==> src/rtl/bpu_pkg.sv <==
// Shared BPU definitions: counter encodings, FSM state encoding and the
// saturating counter next-state function.
package bpu_pkg;

    // Two-bit direction counter states
    localparam logic [1:0] SNT = 2'b00;
    localparam logic [1:0] WNT = 2'b01;
    localparam logic [1:0] WT  = 2'b10;
    localparam logic [1:0] ST  = 2'b11;

    // Value written to every entry by the initialisation sweep
    localparam logic [1:0] CNT_INIT = WNT;

    typedef enum logic {
        StInit,
        StRun
    } bht_state_e;

    // Increment on taken, decrement on not-taken, saturating at both ends
    function automatic logic [1:0] sat_next(input logic [1:0] cnt, input logic taken);
        logic [1:0] res;
        res = cnt;
        if (taken) begin
            if (cnt != ST) res = cnt + 2'd1;
        end else begin
            if (cnt != SNT) res = cnt - 2'd1;
        end
        return res;
    endfunction

endpackage

==> src/rtl/bht_sat_next.sv <==
// Combinational next-state for one two-bit saturating direction counter.
module bht_sat_next
    import bpu_pkg::*;
(
    input  logic [1:0] cnt,
    input  logic       taken,
    output logic [1:0] cnt_next
);

    assign cnt_next = sat_next(cnt, taken);

endmodule

==> src/rtl/bht_ctrl.sv <==
// Branch history table controller: 2^INDEX_W two-bit counters, one predict
// lookup and one resolution update per cycle, with an init sweep after reset
// and after a flush.
module bht_ctrl
    import bpu_pkg::*;
#(
    parameter int unsigned INDEX_W = 6,
    parameter int unsigned PC_W    = 64
) (
    input  logic            in_Clk,
    input  logic            in_Rst_N,
    input  logic            in_pred_valid,
    input  logic [PC_W-1:0] in_pred_pc,
    output logic            out_pred_valid,
    output logic            out_pred_taken,
    input  logic            in_upd_valid,
    input  logic [PC_W-1:0] in_upd_pc,
    input  logic            in_upd_taken,
    input  logic            in_flush,
    output logic            out_busy
);

    localparam int unsigned          Entries = 2 ** INDEX_W;
    localparam logic [INDEX_W-1:0]   PtrLast = '1;

    bht_state_e         state_q;
    logic [INDEX_W-1:0] ptr_q;
    logic               pred_valid_q;
    logic               pred_taken_q;
    logic               pred_taken_d;

    logic [1:0]         bht_mem [Entries];

    logic [INDEX_W-1:0] pred_idx;
    logic [INDEX_W-1:0] upd_idx;
    logic [1:0]         rd_cnt;
    logic [1:0]         upd_cnt;
    logic [1:0]         upd_next;
    logic               upd_fire;
    logic               wr_en;
    logic [INDEX_W-1:0] wr_idx;
    logic [1:0]         wr_data;

    // Instructions are word aligned; the low two bits and the tag bits are ignored
    assign pred_idx = in_pred_pc[INDEX_W+1:2];
    assign upd_idx  = in_upd_pc[INDEX_W+1:2];

    logic unused_pc;
    assign unused_pc = ^{in_pred_pc[PC_W-1:INDEX_W+2], in_pred_pc[1:0],
                         in_upd_pc[PC_W-1:INDEX_W+2], in_upd_pc[1:0]};

    assign rd_cnt  = bht_mem[pred_idx];
    assign upd_cnt = bht_mem[upd_idx];

    // Shared by the write path and the same-index bypass
    bht_sat_next u_sat_next (
        .cnt      (upd_cnt),
        .taken    (in_upd_taken),
        .cnt_next (upd_next)
    );

    // A flush takes priority over an update arriving in the same cycle
    assign upd_fire = (state_q == StRun) && in_upd_valid && !in_flush;

    // Table write source: sweep pointer during init, update RMW during run
    always_comb begin
        wr_en   = 1'b0;
        wr_idx  = upd_idx;
        wr_data = upd_next;
        if (state_q == StInit) begin
            wr_en   = 1'b1;
            wr_idx  = ptr_q;
            wr_data = CNT_INIT;
        end else if (upd_fire) begin
            wr_en = 1'b1;
        end
    end

    // Prediction direction, forwarding a same-cycle update to the same entry
    always_comb begin
        pred_taken_d = 1'b0;
        if (state_q == StRun) begin
            if (upd_fire && (upd_idx == pred_idx)) begin
                pred_taken_d = upd_next[1];
            end else begin
                pred_taken_d = rd_cnt[1];
            end
        end
    end

    // Counter storage; deliberately unreset, the sweep defines its contents
    always_ff @(posedge in_Clk) begin
        if (wr_en) begin
            bht_mem[wr_idx] <= wr_data;
        end
    end

    // Init/run sequencing, sweep pointer and registered prediction outputs
    always_ff @(posedge in_Clk or negedge in_Rst_N) begin
        if (!in_Rst_N) begin
            state_q      <= StInit;
            ptr_q        <= '0;
            pred_valid_q <= 1'b0;
            pred_taken_q <= 1'b0;
        end else begin
            pred_valid_q <= in_pred_valid;
            pred_taken_q <= in_pred_valid && pred_taken_d;
            unique case (state_q)
                StInit: begin
                    if (in_flush) begin
                        ptr_q <= '0;
                    end else begin
                        ptr_q <= ptr_q + 1'b1;
                        if (ptr_q == PtrLast) begin
                            state_q <= StRun;
                        end
                    end
                end
                StRun: begin
                    if (in_flush) begin
                        state_q <= StInit;
                        ptr_q   <= '0;
                    end
                end
                default: begin
                    state_q <= StInit;
                    ptr_q   <= '0;
                end
            endcase
        end
    end

    assign out_busy       = (state_q == StInit);
    assign out_pred_valid = pred_valid_q;
    assign out_pred_taken = pred_taken_q;

endmodule
==> config.mk <==
export PLATFORM = sky130hd
export DESIGN_NAME = bht_ctrl
export DESIGN_NICKNAME = d
export VERILOG_FILES = /design/src/rtl/bpu_pkg.sv /design/src/rtl/bht_sat_next.sv /design/src/rtl/bht_ctrl.sv
export SDC_FILE = /design/constraint.sdc
export NUM_CORES = 1
export LEC_CHECK = 0
export CORE_UTILIZATION = 35
export DETAILED_ROUTE_END_ITERATION = 7
export HOLD_SLACK_MARGIN = 0.06
export PLACE_DENSITY = 0.56
export SYNTH_ARGS = -nofsm -noshare
export SYNTH_HDL_FRONTEND = slang
export SYNTH_HIERARCHICAL = 1
export SYNTH_SLANG_ARGS = --single-unit
==> constraint.sdc <==
create_clock -name in_Clk -period 3.8 [get_ports in_Clk]
set_clock_uncertainty 0.05 [all_clocks]
set_input_delay 0.38 -clock in_Clk [delete_from_list [all_inputs] [get_ports in_Clk]]
set_output_delay 0.38 -clock in_Clk [all_outputs]
set_load 0.005 [all_outputs]
### After elaboration in Yosys (flattened, before gate mapping)

Memories as Yosys holds them, arrays and structs flattened.
Cells that the tools add are included.

* reduce and logical (&&, ||, !) cells: 6
* bitwise operators: 1
* mux-type cells: 18
* eq/ne operators: 4
* add/subtract/negate cells: 3

Operators by type and width (count)
* 6-bit two-way mux: 3
* 6-bit case mux with 2 select lines: 1
* 1-bit two-way mux: 9
* 2-bit two-way mux: 4
* 6-bit by 1-bit adder with 6-bit output, second input constant: 1
* 6-bit equality test: 1
* 6-bit equality test, second input constant: 1
* 1-bit logical AND: 4
* 2-bit != test, second input constant: 2
* 2-bit by 1-bit adder with 2-bit output, second input constant: 1
* 1-bit case mux with 2 select lines: 1
* 2-bit nonzero test: 1
* 2-bit by 1-bit subtractor with 2-bit output, second input constant: 1
* 1-bit logical NOT: 1
* 1-bit NOT: 1

* memories: 1
* bits of input ports: 134
* flip-flop bits (word level): 9
* RAM bits: 128
* word-level logic and storage cells: 37

Memories
* bht_mem: words 64, width 2, read ports 2, clocked after memory_dff 0, wr ports 1, line bht_ctrl.sv:32 `logic [1:0] bht_mem [Entries];`

### Longest topological paths before layout

An unclocked memory read counts as a cell.

* word-level depth: 7
* mapped depth: 9
* depth with buffers taken out: 7

### Cells and area by module

Netlist, hierarchy kept.

By module, submodules not included
* bht_ctrl: sequential area each 4068.9 sq um, cells each 432, area an instance 6473.7 sq um, times used 1
* bht_sat_next: sequential area each 0.0 sq um, cells each 3, area an instance 26.3 sq um, times used 1

### Worst setup path before layout

OpenSTA, ideal clock, no wires.

* kind: in2reg
* from: in in_upd_pc[3]
* to: mem bht_mem[0][0] (data pin)
* setup slack: 0.332 ns
* arrival: 2.899 ns
* stages: 8
* cells stage by stage: buf_2 -> clkbuf_1 -> mux4_2 -> mux4_2 -> o22ai_1 -> a31oi_1 -> maj3_2 -> nand2b_1

* word-level cells in the longest chain between the ends: 5
* elaborated cells between the ends (all ways): 9

RTL lines
* from (decl): line bht_ctrl.sv:17 `input logic [PC_W-1:0] in_upd_pc,`
* memory 64 x 2 bit (*)
* via upd_cnt[1]: line bht_ctrl.sv:37 `logic [1:0] upd_cnt;`
* 2-bit != test or 2-bit nonzero test (tied branches): line bpu_pkg.sv:24, bpu_pkg.sv:26
* 2-bit two-way mux, on equally long branches: line bpu_pkg.sv:24, bpu_pkg.sv:26
* 2-bit two-way mux (*): line bpu_pkg.sv:23 `if (taken) begin`
* via upd_next[0]: line bht_ctrl.sv:38 `logic [1:0] upd_next;`
* 2-bit two-way mux (*): line bht_ctrl.sv:70 `if (state_q == StInit) begin`
* via wr_data[0]: line bht_ctrl.sv:42 `logic [1:0] wr_data;`
* to (decl): line bht_ctrl.sv:32

The timed path passes the listed nets; every way through them passes the cells marked *.

### Worst setup path in the final report

* from: in in_upd_pc[2]
* to: mem bht_mem[40][1] (data pin)

* word-level cells in the longest chain between the ends: 5
* elaborated cells between the ends (all ways): 9

RTL lines
* memory 64 x 2 bit (*)
* via upd_cnt[0]: line bht_ctrl.sv:37
* 2-bit by 1-bit subtractor with 2-bit output, or another cell as far along: line bpu_pkg.sv:26 `if (cnt != SNT) res = cnt - 2'd1;`
* 2-bit two-way mux, on equally long branches: line bpu_pkg.sv:26, bpu_pkg.sv:24
* 2-bit two-way mux (*): line bpu_pkg.sv:23
* via upd_next[1]: line bht_ctrl.sv:38
* 2-bit two-way mux (*): line bht_ctrl.sv:70
* via wr_data[1]: line bht_ctrl.sv:42

Marked as above.

==> flow_summary.ini <==
[pwr]
power.total_uw = 3554
clockPowerShare = 0.471
switching_share = 0.2065
ir_drop_mv = 0.2260
power_density_mw_per_mm2 = 469.3
p_sw_uw = 734.1
p_seq_frac = 0.462
p_int_uw = 2820
leakage_uw = 0.002529
power_frac_comb = 0.067

[logic_synthesis]
yosysTopAreaCell = edfxtp_1
synthesis.area_sq_mm = 0.006500
synth.top_cell.area_share = 0.5913
syn_avg_cell_area_sq_um = 14.94
syn_inst = 435
synth_edf_count = 128
ys_ff_latch = 137
yosys_warnings = 6
synthFlopType = edfxtp_1
synth-seq-area-share = 0.6260
syn_nets = 570
synthDistinctLibCells = 43
ys_top_cells_by_area = edfxtp_1, mux4_2, mux2i_1
async_reset_ff_frac = 0.06569

[setup_path]
max_stage_delay_ns = 0.58
cpMostUsedCell = buf_12
required_ns = 3.91
worst-path-buf-inv = 3
end_kind = flip-flop
crit_chain = buf_2 -> buf_12 -> mux4_1 -> mux4_2 -> o22ai_1 -> a31oi_1 -> maj3_2 -> and2_2 -> buf_12
rr_endpoint = bht_mem[40][1]$_DFFE_PP_
arrival_ns = 2.99
cp-start-kind = input port
regToRegSetupSlack_ns = 0.98
path_class = in -> reg
critical-path-top-delay-family = multiplexers
cp_slowest_cell = mux4_1
r2r-start = bht_mem[5][0]$_DFFE_PP_
cp_max_fo = 28
rr_worst_depth = 7

[die]
die_y_um = 138.3
placementRows = 49
dieArea_sq_mm = 0.01912
core_sq_mm = 0.01809
io_pins = 137
fp.dieW_um = 138.3
start_util = 0.3594

[clock_tree]
cts_buffer_depth = 2
numCtsBuffers = 17
cts_tree = done
h-tree-depth = 4
cts-root-buf = clkbuf_16
clk_latency_ns = 0.42
cts_setup_buffers = 0
clkTransAtPathRegs_ns = 0.06
ctsResizeCount = 0
clkSinkCount = 137
cts_hold_buf = 0

[layout]
layout_commonest_cell = edfxtp_1
nets = 592
diodes = 0
synthToLayoutAreaGrowth_pct = 16.50
post-route-util = 0.4187
fillers = 1600
final_cell_mix = edfxtp_1, nor2_1, mux2i_1
layout-drive-gt1-share = 0.1642

[timing]
finalSetupViolCount = 0
final.min_clock_period_ns = 2.877
max_freq_ghz = 0.3476
holdWs_ns = 0.2000
maxSlewViolCount = 0
fin_crit_sh = 0.7572
worst_slew_pin_slew_ns = 1.039
hold_viol = 0
slew_headroom = 0.3070
rsz0062_at_grt = false
tns_ns = 0

[route]
via_per_inst = 5.613
routedWlPerCell_um = 22.55
antenna_left = 0
drc = 8
vias = 3918
drt_iter0_drc = 405
dr.pass1.iters = 7
wirelength_um = 15740

[job]
max_cap_viol_count = 0

[global_route]
grt_pass1_wl_um = 24290
antenna_found_initial = 0
track_usage = 0.1764
grt_max_degree = 65
grt-ovfl-total = 0
first_global_vias = 4050

[placed_design]
dp_hpwl_um = 10340
io_buffers = 20
gp_congestion = 0.8238

[outcome]
status = complete, but fails checks
violations = design-rule violations

[hold_path]
min_path_type = in -> async
[how the worst max path moves through the flow]
stage / from / end / slack (ns) / cells after the start
after detailed placement: in_upd_pc[2] / bht_mem[38][1]$_DFFE_PP_ / 0.46 / 9
after CTS: in_upd_pc[2] / bht_mem[6][1]$_DFFE_PP_ / 0.92 / 9
after global placement: in_upd_pc[2] / bht_mem[38][1]$_DFFE_PP_ / 0.50 / 9
final: in_upd_pc[2] / bht_mem[40][1]$_DFFE_PP_ / 0.92 / 9
after global routing: in_upd_pc[2] / bht_mem[32][1]$_DFFE_PP_ / 0.82 / 9
after floorplan: in_upd_pc[3] / bht_mem[0][0]$_DFFE_PP_ / 0.33 / 8
[flip-flops by register name, summed over array words and instances (netlist names)]
| signal | flops |
|---|---|
| ptr_q | 6 |
| out_pred_taken | 1 |
| state_q | 1 |
| bht_mem | 128 |
| out_pred_valid | 1 |
[power groups by stage]
stage          clock network [uW]  logic [uW]  registers [uW]
2_1_floorplan                   0         154            1670
6_report                     1670         240            1640
3_3_place_gp                    0         238            1670
5_1_grt                      1770         254            1640
4_1_cts                      1690         240            1640
3_5_place_dp                    0         240            1670
[cell type report]
cell class | instances | area, sq um | share of cell area
flip-flops and latches | 137 | 4069 | 0.5373
multi-input cells | 268 | 2283 | 0.3016
clock buffers | 20 | 436.7 | 0.05767
repair buffers | 29 | 327.8 | 0.04329
well taps | 229 | 286.5 | 0.03784
clock inverters | 11 | 153.9 | 0.02032
inverters | 4 | 15.01 | 0.001983
[cell usage after synthesis (5+ instances only)]
master / instances
a22oi_1: 13
nand3_1: 11
o21ai_1: 6
edfxtp_1: 128
mux2i_1: 33
clkbuf_1: 17
dfrtp_1: 9
mux4_2: 31
nor2b_1: 5
nand4_1: 5
mux4_1: 9
xnor2_1: 8
nor2_1: 76
nand2_1: 32
[layer usage]
metal	vias up	part of all wire	GRT usage
li1	1748	-	-
met1	1994	0.45	0.2354
met2	147	0.47	0.2763
met3	29	0.064	0.03879
met4	0	0.023	0.08161
met5	-	0	0
[metrics by stage]
stage	setup slack [ns]	instance area, sq um	std cells
finish	0.9228	7572	698
global route	0.8190	7572	698
CTS	0.9182	7572	698
detailed placement	0.4636	6982	667
global placement	0.5011	6982	667
floorplan	0.3315	6500	435
[cells by family (layout without fill, tap and decap cells)]
group | count (synthesis) | count (layout) | synth area share
mux | 74 | 74 | 0.1963
simple gates | 146 | 146 | 0.09779
flops | 137 | 137 | 0.6260
compound gates | 35 | 35 | 0.03773
buf+inv | 30 | 64 | 0.02329
fa+ha+maj | 3 | 3 | 0.005389
xor+xnor | 10 | 10 | 0.01348
Power figures use the tool's default switching activity.
